File: src/rtl/lpc_post_capture_pkg.sv
// Shared encodings for the LPC POST-code capture block.
// Build option LPC_POST_TIMESTAMP_EN widens each FIFO entry with a 16-bit timestamp.
package lpc_post_capture_pkg;

  localparam logic [15:0] LPC_POST_DEFAULT_ADDR = 16'h0080;

`ifdef LPC_POST_TIMESTAMP_EN
  localparam int LPC_POST_DATA_W = 24;
`else
  localparam int LPC_POST_DATA_W = 8;
`endif

  typedef enum logic [1:0] {
    LPC_POST_ST_IDLE    = 2'd0,
    LPC_POST_ST_CAPTURE = 2'd1,
    LPC_POST_ST_ACK     = 2'd2
  } lpc_post_st_e;

endpackage

File: src/rtl/lpc_sync_fifo.sv
// Single-clock FIFO with extra-MSB pointers; a push into a full FIFO is accepted
// only when a pop retires the head in the same cycle.
module lpc_sync_fifo #(
  parameter int WIDTH = 8,
  parameter int DEPTH = 16
) (
  input  logic                     clk_i,
  input  logic                     rst_i,
  input  logic                     push_i,
  input  logic [WIDTH-1:0]         push_data_i,
  input  logic                     pop_i,
  output logic [WIDTH-1:0]         pop_data_o,
  output logic                     full_o,
  output logic                     empty_o,
  output logic [$clog2(DEPTH):0]   level_o
);

  localparam int AW = $clog2(DEPTH);

  logic [WIDTH-1:0] r_mem [DEPTH];
  logic [AW:0]      r_wr_ptr;
  logic [AW:0]      r_rd_ptr;
  logic             w_push_ok;
  logic             w_pop_ok;

  assign full_o     = (r_wr_ptr[AW] != r_rd_ptr[AW]) &&
                      (r_wr_ptr[AW-1:0] == r_rd_ptr[AW-1:0]);
  assign empty_o    = (r_wr_ptr == r_rd_ptr);
  assign w_pop_ok   = pop_i && !empty_o;
  assign w_push_ok  = push_i && (!full_o || w_pop_ok);
  assign level_o    = r_wr_ptr - r_rd_ptr;
  assign pop_data_o = r_mem[r_rd_ptr[AW-1:0]];

  always_ff @(posedge clk_i) begin
    if (rst_i) begin
      r_wr_ptr <= '0;
      r_rd_ptr <= '0;
    end else begin
      if (w_push_ok) r_wr_ptr <= r_wr_ptr + (AW+1)'(1);
      if (w_pop_ok)  r_rd_ptr <= r_rd_ptr + (AW+1)'(1);
    end
  end

  // Storage carries no reset; the pointers alone define which entries are live.
  always_ff @(posedge clk_i) begin
    if (w_push_ok) r_mem[r_wr_ptr[AW-1:0]] <= push_data_i;
  end

endmodule

File: src/rtl/lpc_post_capture.sv
// POST-code capture behind the LPC peripheral: every I/O write is acknowledged, POST-port
// writes are queued, overflow is counted. Option: LPC_POST_TIMESTAMP_EN.
module lpc_post_capture
  import lpc_post_capture_pkg::*;
#(
  parameter logic [15:0] POST_ADDR = LPC_POST_DEFAULT_ADDR,
  parameter int          DEPTH     = 16,
  parameter int          TS_DIV    = 33
) (
  input  logic                       clk_i,
  input  logic                       rst_i,
  input  logic [15:0]                lpc_addr_i,
  input  logic [7:0]                 lpc_data_i,
  input  logic                       lpc_data_wr_i,
  output logic                       lpc_wr_done_o,
  output logic                       out_valid_o,
  input  logic                       out_ready_i,
  output logic [LPC_POST_DATA_W-1:0] out_data_o,
  output logic [$clog2(DEPTH):0]     fifo_level_o,
  output logic                       overflow_o,
  output logic [7:0]                 drop_cnt_o,
  input  logic                       clr_i
);

  if (DEPTH < 2 || (DEPTH & (DEPTH - 1)) != 0) begin : g_bad_depth
    $error("lpc_post_capture: DEPTH must be a power of two >= 2");
  end
  if (TS_DIV < 1) begin : g_bad_ts_div
    $error("lpc_post_capture: TS_DIV must be >= 1");
  end

  lpc_post_st_e               r_state;
  lpc_post_st_e               w_state_nxt;
  logic [15:0]                r_addr;
  logic [7:0]                 r_data;
  logic [7:0]                 r_drop_cnt;
  logic                       r_overflow;
  logic                       w_latch;
  logic                       w_capture;
  logic                       w_match;
  logic                       w_pop;
  logic                       w_drop;
  logic                       w_full;
  logic                       w_empty;
  logic [LPC_POST_DATA_W-1:0] w_entry;

  always_ff @(posedge clk_i) begin
    if (rst_i) r_state <= LPC_POST_ST_IDLE;
    else       r_state <= w_state_nxt;
  end

  always_comb begin
    w_state_nxt   = r_state;
    w_latch       = 1'b0;
    w_capture     = 1'b0;
    lpc_wr_done_o = 1'b0;
    case (r_state)
      LPC_POST_ST_IDLE: begin
        if (lpc_data_wr_i) begin
          w_latch     = 1'b1;
          w_state_nxt = LPC_POST_ST_CAPTURE;
        end
      end
      LPC_POST_ST_CAPTURE: begin
        w_capture   = 1'b1;
        w_state_nxt = LPC_POST_ST_ACK;
      end
      LPC_POST_ST_ACK: begin
        lpc_wr_done_o = 1'b1;
        if (!lpc_data_wr_i) w_state_nxt = LPC_POST_ST_IDLE;
      end
      default: w_state_nxt = LPC_POST_ST_IDLE;
    endcase
  end

  always_ff @(posedge clk_i) begin
    if (rst_i) begin
      r_addr <= '0;
      r_data <= '0;
    end else if (w_latch) begin
      r_addr <= lpc_addr_i;
      r_data <= lpc_data_i;
    end
  end

  assign w_match     = w_capture && (r_addr == POST_ADDR);
  assign out_valid_o = !w_empty;
  assign w_pop       = !w_empty && out_ready_i;
  // A same-cycle pop frees the slot, so a full FIFO only drops when nothing leaves.
  assign w_drop      = w_match && w_full && !w_pop;

`ifdef LPC_POST_TIMESTAMP_EN
  localparam int DIV_W = $clog2(TS_DIV + 1);

  logic [DIV_W-1:0] r_ts_div;
  logic [15:0]      r_ts;
  logic [15:0]      r_ts_lat;

  always_ff @(posedge clk_i) begin
    if (rst_i) begin
      r_ts_div <= '0;
      r_ts     <= '0;
      r_ts_lat <= '0;
    end else begin
      if (r_ts_div == DIV_W'(TS_DIV - 1)) begin
        r_ts_div <= '0;
        r_ts     <= r_ts + 16'd1;
      end else begin
        r_ts_div <= r_ts_div + DIV_W'(1);
      end
      if (w_latch) r_ts_lat <= r_ts;
    end
  end

  assign w_entry = {r_ts_lat, r_data};
`else
  assign w_entry = r_data;
`endif

  always_ff @(posedge clk_i) begin
    if (rst_i) begin
      r_drop_cnt <= '0;
      r_overflow <= 1'b0;
    end else if (clr_i) begin
      r_drop_cnt <= w_drop ? 8'd1 : 8'd0;
      r_overflow <= w_drop;
    end else if (w_drop) begin
      r_overflow <= 1'b1;
      if (r_drop_cnt != 8'hFF) r_drop_cnt <= r_drop_cnt + 8'd1;
    end
  end

  assign overflow_o = r_overflow;
  assign drop_cnt_o = r_drop_cnt;

  lpc_sync_fifo #(
    .WIDTH (LPC_POST_DATA_W),
    .DEPTH (DEPTH)
  ) u_fifo (
    .clk_i       (clk_i),
    .rst_i       (rst_i),
    .push_i      (w_match),
    .push_data_i (w_entry),
    .pop_i       (w_pop),
    .pop_data_o  (out_data_o),
    .full_o      (w_full),
    .empty_o     (w_empty),
    .level_o     (fifo_level_o)
  );

endmodule

File: config.mk
export PLATFORM = sky130hd
export DESIGN_NAME = lpc_post_capture
export DESIGN_NICKNAME = d
export VERILOG_FILES = /design/src/rtl/lpc_post_capture_pkg.sv /design/src/rtl/lpc_sync_fifo.sv /design/src/rtl/lpc_post_capture.sv
export SDC_FILE = /design/constraint.sdc
export NUM_CORES = 1
export LEC_CHECK = 0
export BUFFER_PORTS_ARGS = -buffer_cell sky130_fd_sc_hd__buf_4
export CAP_MARGIN = 25
export CELL_PAD_IN_SITES_DETAIL_PLACEMENT = 1
export CELL_PAD_IN_SITES_GLOBAL_PLACEMENT = 1
export CORE_UTILIZATION = 50
export DETAILED_ROUTE_END_ITERATION = 16
export PLACE_DENSITY = 0.78
export SETUP_SLACK_MARGIN = 0.2
export SYNTH_ARGS = -nofsm -noshare
export SYNTH_HDL_FRONTEND = slang
export SYNTH_HIERARCHICAL = 1
export SYNTH_SLANG_ARGS = --single-unit
File: constraint.sdc
create_clock -name clk_i -period 4.3 [get_ports clk_i]
set_clock_uncertainty 0.05 [all_clocks]
set_input_delay 0.86 -clock clk_i [delete_from_list [all_inputs] [get_ports clk_i]]
set_output_delay 0.86 -clock clk_i [all_outputs]
set_load 0.1 [all_outputs]
* Word-level counts from Yosys, hierarchy flattened
Memories as Yosys holds them, arrays and structs flattened. A register that Yosys moved wholly into a read port is not among the register bits.
Index checks and enable logic that the tools add are counted.
** Word-level totals
- Memory bits (writable) :: 128
- Word-level logic and storage cells :: 54
- Memories kept :: 1
- Register bits after elaboration :: 45
- Output and inout bits :: 24
** Memories
- u_fifo.r_mem :: words 16, width 8, rd ports 1, clocked after Yosys merged registers in 1, write ports 1, line lpc_sync_fifo.sv:20 : logic [WIDTH-1:0] r_mem [DEPTH];
** Cells by class
- $add $sub $neg :: 4
- Mux-type cells :: 17
- Eq/ne operators :: 9
- Reduce and logical (&&, ||, !) cells :: 16
** Operators with widths (number)
- $mux 8 :: 3
- $eq 16x8->1 const B :: 1
- $add 5x1->5 const B :: 2
- $mux 1 :: 9
- $add 8x1->8 const B :: 1
- $mux 4 :: 2
- $ne 8x8->1 const B :: 1
- $logic_and 1x1->1 :: 7
- $pmux 2 s3 :: 1
- $eq 5x5->1 :: 1
- $sub 5x5->5 :: 1
- $eq 4x4->1 :: 1
- $mux 2 :: 2
- $ne 2x2->1 const B :: 2
- $reduce_and 2->1 :: 2
- $reduce_bool 2->1 :: 2
- $logic_not 1->1 :: 3
- $eq 2x1->1 const B :: 1
- $eq 2x2->1 const B :: 1
- $logic_not 2->1 :: 1
- $logic_or 1x1->1 :: 1
- $ne 1x1->1 :: 1

* Depth between registers and ports, before layout
- Depth in word-level cells :: 8
- Gate-level depth with buffers :: 9
- Gate-level depth less buffers :: 9

* Hierarchy
The synthesis kept the hierarchy.
** By module, submodules not included
- lpc_sync_fifo :: area each 5645.4 um^2, cells an instance 298, instances 1
- lpc_post_capture :: area each 1517.7 um^2, cells an instance 184, instances 1

* Worst setup path after synthesis
Ideal clock, no wire load.
- Path type :: flip-flop to output port
- Start :: register u_fifo.r_wr_ptr[0]
- End :: output fifo_level_o[4]
- Stages on the path, launching flop included :: 8
- Path slack :: 0.733 ns
- Data arrival time :: 2.657 ns
- Required time :: 3.390 ns
- Buffers on the path :: 0
- Cells stage by stage :: dfxtp_1 inv_1 ha_1 inv_1 fa_1 a21o_1 a21oi_1 xnor2_1
** Between the ends
- Cells in the longest elaborated chain, start to end :: 1
** RTL lines
- start, declared :: line lpc_sync_fifo.sv:21 : logic [AW:0] r_wr_ptr;
- start signal, assigned :: line lpc_sync_fifo.sv:39 : if (w_push_ok) r_wr_ptr <= r_wr_ptr + (AW+1)'(1);
- $sub 5x5->5 :: line lpc_sync_fifo.sv:31 : assign level_o = r_wr_ptr - r_rd_ptr;
- end, declared :: line lpc_post_capture.sv:19 : output logic [$clog2(DEPTH):0] fifo_level_o,
Every way passes these cells.

* Worst setup path after layout
- Start :: register u_fifo.r_wr_ptr[0]
- End :: memory u_fifo.r_mem[5][0] (enable)
** Between the ends
- Cells in the longest elaborated chain, start to end :: 8
- Elaborated cells on any way between the ends :: 11
- Classes of those cells :: 2 x eq/ne; 2 x mux; 7 x reduce/logical
** RTL lines
- $eq 5x5->1 :: line lpc_sync_fifo.sv:28 : assign empty_o = (r_wr_ptr == r_rd_ptr);
- via w_empty :: line lpc_post_capture.sv:44 : logic w_empty;
- $logic_not 1->1 :: line lpc_post_capture.sv:88 : assign w_pop = !w_empty && out_ready_i;
- $logic_and 1x1->1 :: line lpc_post_capture.sv:88
- via w_pop :: line lpc_post_capture.sv:41 : logic w_pop;
- $logic_and 1x1->1 :: line lpc_sync_fifo.sv:29 : assign w_pop_ok = pop_i && !empty_o;
- $logic_or 1x1->1 :: line lpc_sync_fifo.sv:30 : assign w_push_ok = push_i && (!full_o || w_pop_ok);
- $logic_and 1x1->1 :: line lpc_sync_fifo.sv:30
- $mux 1 :: line lpc_sync_fifo.sv:46 : if (w_push_ok) r_mem[r_wr_ptr[AW-1:0]] <= push_data_i;
- $mux 1 (implied by the code) :: line lpc_sync_fifo.sv:46
- end, declared :: line lpc_sync_fifo.sv:20
The timed path passes the listed nets, and every way through them passes these cells.

==> results.md <==
* Status: finished, final reports clean
* CTS Buf Count at 17
* Drt wl/cell at 22.7 µm
* Seq cells post-synth at 177
* Post-Synth Adder-Cell Area at 2.03%
* Sequential share of power at 53.0%
* Maximum VDD drop at 0.000276 V
* Clock latency on the worst-skew pair at 430 ps
* Gate power share at 2.4%
* Share of cells above drive strength 1 at 24.6%
* Setup repair bufs after CTS at 0
* Cell internal pwr at 2.83 mW
* Routability cong. at 0.836
* RSZ-0062 raised after global routing: no
* Drt total wl at 16600 µm
* IO buf count at 52
* Clock sinks at 177
* Post-layout min period at 3600 ps
* CTS tree: built
* Reg2reg setup slack at 700 ps
* CP endpoint kind: flip-flop
* CP max FO at 9
* Ports at 53
* GRT overflow at 0
* P_leak at 2.80 nW
* Final setup viols at 0
* HP Start: r_addr[1]$_SDFFE_PP0P_
* HPWL after DPL at 11200 µm
* Commonest non-fill, non-tap cells in the layout: edfxtp_1 (128), nand2_1 (67), buf_4 (60), dfxtp_1 (48), mux4_2 (32)
* Die Y at 122 µm
* ANT cells at 0
* Compound-Gate Fraction of Synth Area at 5.57%
* CTS clk-pin slew, worst paths at 60 ps
* Num rows at 43
* Layout filler cell count at 1318
* Post-synthesis mux area share at 11.2%
* Width of the die at 122 µm
* P_sw at 716 µW
* GR Util All Layers at 24.7%
* Worst-margin pin slew at 868 ps
* Yosys warnings at 6
* Post-Place Setup Slack at 781 ps
* Final core utilization at 60.1%
* Net Sw Frac at 20.2%
* CP Data Required Time at 4310 ps
* Via density at 5.76
* Share of the synthesized area in the top cell type at 53.7%
* Synth Area per Inst at 14.9 µm²
* First-pass GRT wire length at 25800 µm
* Deepest clock path buffer count at 2
* Commonest non-fill, non-tap cell in the layout: edfxtp_1
* Sequential Area at 4830 µm²
* Mapped Area at 7160 µm²
* Max_slew headroom at 41.9%
* F_max at 278 MHz
* Post-route ant nets at 0
* Routed vias at 4219
* Area of the multi-input gates at 2200 µm²
* H-tree levels at 4
* Area leader, netlist: edfxtp_1
* Initial DRC count at 203
* R2r endpoint: u_fifo/r_mem[5][0]$_DFFE_PP_
* Worst EP arrival at 3610 ps
* Nets at 579
* R2r startpoint: u_fifo/r_wr_ptr[0]$_SDFFE_PP0P_
* Async S/R FF share, synth at 0%
* Core area at 13900 µm²
* Hold depth at 2
* Setup slack after layout at 699 ps
* Synth Area in XOR/XNOR at 1.45%
* DIE AREA at 14800 µm²
* Slew Viols, Final at 0
* Post-CTS Resized at 0
* Vias in the first global route at 4506
* Final instance area at 8380 µm²
* WHS Endpoint: r_addr[1]$_SDFFE_PP0P_
* Initial antenna violation count at 0
* R2R cell count at 8
* Instance area at placement at 7740 µm²
* Area grow syn2layout at 17.0%
* Synth top area cells: edfxtp_1 (54%), dfxtp_1 (14%), mux4_2 (10%), nand2_1 (3.5%), a21oi_1 (2.0%)
* Syn Nets at 522
* CTS root buffer: clkbuf_16
* Register area share after synthesis at 67.4%
* Post-Synth Simple-Gate Area at 10.4%
* Max Cap Viol at 0
* Setup crit start kind: flip-flop
* Mapped Cells at 482
* Critical path class: flip-flop to flip-flop
* Starting density of the core at 51.4%
* Hold Vio Cnt, Final at 0
* Cts hold-fix bufs at 0
* PD cells at 423 nW/µm²
* Clock share of power at 44.5%
* Hold slack at 414 ps
* Drt first pass iters at 4
* Post-route setup TNS at 0 ps
* EDFF count, synth at 128
* Hold WC Path Type: flip-flop to flip-flop
* Largest net degree at the start of global routing at 48
* Drc violations at 0
* Period utilization at 83.7%
* Main combinational cell family by area after synthesis: multiplexers
* Synth cell types at 53
* Ys flop type: edfxtp_1
[synthesized netlist by cell type, drive strengths merged, types with 4 or more instances]
| master | n |
|---|---|
| or3 | 8 |
| buf | 10 |
| o21ai | 4 |
| inv | 9 |
| nor3 | 5 |
| ha | 10 |
| edfxtp | 128 |
| nor2b | 4 |
| a22oi | 16 |
| mux4 | 32 |
| mux2i | 8 |
| xor2 | 6 |
| a21oi | 29 |
| dfxtp | 49 |
| xnor2 | 5 |
| nor2 | 31 |
| clkbuf | 13 |
| nor4 | 7 |
| nand4 | 8 |
| nand2 | 67 |
[registers in the layout, indices dropped and copies added (netlist names), named ones only]
register and cells:
r_data 8, overflow_o 1, u_fifo/r_wr_ptr 5, r_state 2, drop_cnt_o 8, u_fifo/r_mem 128, r_addr 16, u_fifo/r_rd_ptr 5
[kinds of logic after synthesis]
logic type / count (synthesis)
mux: 40
buf+inv: 33
simple gates: 150
fa+ha+maj: 11
compound gates: 60
xor+xnor: 11
flops: 177
[worst max-delay path: stages (launching register included)]
cell and delay [ps]:
dfxtp_1 430, inv_1 120, ha_1 330, nand4_1 330, nor2_1 100, nor2b_1 640, o31a_1 390, nand2_1 210
nor2_1 630
[through the flow]
stage          total power, mW  cells
2_1_floorplan             1.95    482
5_1_grt                   3.65    732
6_report                  3.55    732
3_5_place_dp              2.00    699
4_1_cts                   3.58    731
3_3_place_gp              2.00    699
[layout make-up]
type | count | area share, %
well taps | 180 | 2.69
flip-flops and latches | 177 | 57.6
multi-input cells | 272 | 26.3
clock buffers | 20 | 5.45
repair buffers | 61 | 5.70
clock inverters | 12 | 1.84
inverters | 10 | 0.448
[power groups by stage]
stage | clock (mW) | sequential (mW) | combinational [mW]
after floorplan | 0 | 1.90 | 0.0530
after CTS | 1.61 | 1.88 | 0.0873
final | 1.58 | 1.88 | 0.0860
after global routing | 1.67 | 1.88 | 0.0958
after detailed placement | 0 | 1.92 | 0.0869
after global placement | 0 | 1.91 | 0.0841
[worst max-delay path by stage]
stage / depth (start not counted) / endpoint / from
after CTS: 5 / out_data_o[3] / flip-flop
after floorplan: 7 / fifo_level_o[4] / u_fifo/r_wr_ptr[0]$_SDFFE_PP0P_
final: 8 / u_fifo/r_mem[5][0]$_DFFE_PP_ / u_fifo/r_wr_ptr[0]$_SDFFE_PP0P_
after global routing: 8 / u_fifo/r_mem[13][4]$_DFFE_PP_ / u_fifo/r_wr_ptr[0]$_SDFFE_PP0P_
after global placement: 7 / u_fifo/r_mem[9][4]$_DFFE_PP_ / u_fifo/r_wr_ptr[2]$_SDFFE_PP0P_
after detailed placement: 8 / u_fifo/r_mem[13][0]$_DFFE_PP_ / u_fifo/r_wr_ptr[0]$_SDFFE_PP0P_
[routing by layer]
metal	global-route usage [%]	wire [µm]	share of wire, %	up-vias
met4	11.0	444	2.7	0
li1	-	-	-	1949
met2	43.0	8750	53	105
met1	29.5	6850	41	2139
met5	0	0	0	-
met3	5.01	592	3.6	26
Note: power is estimated with default switching activity, not from simulation.
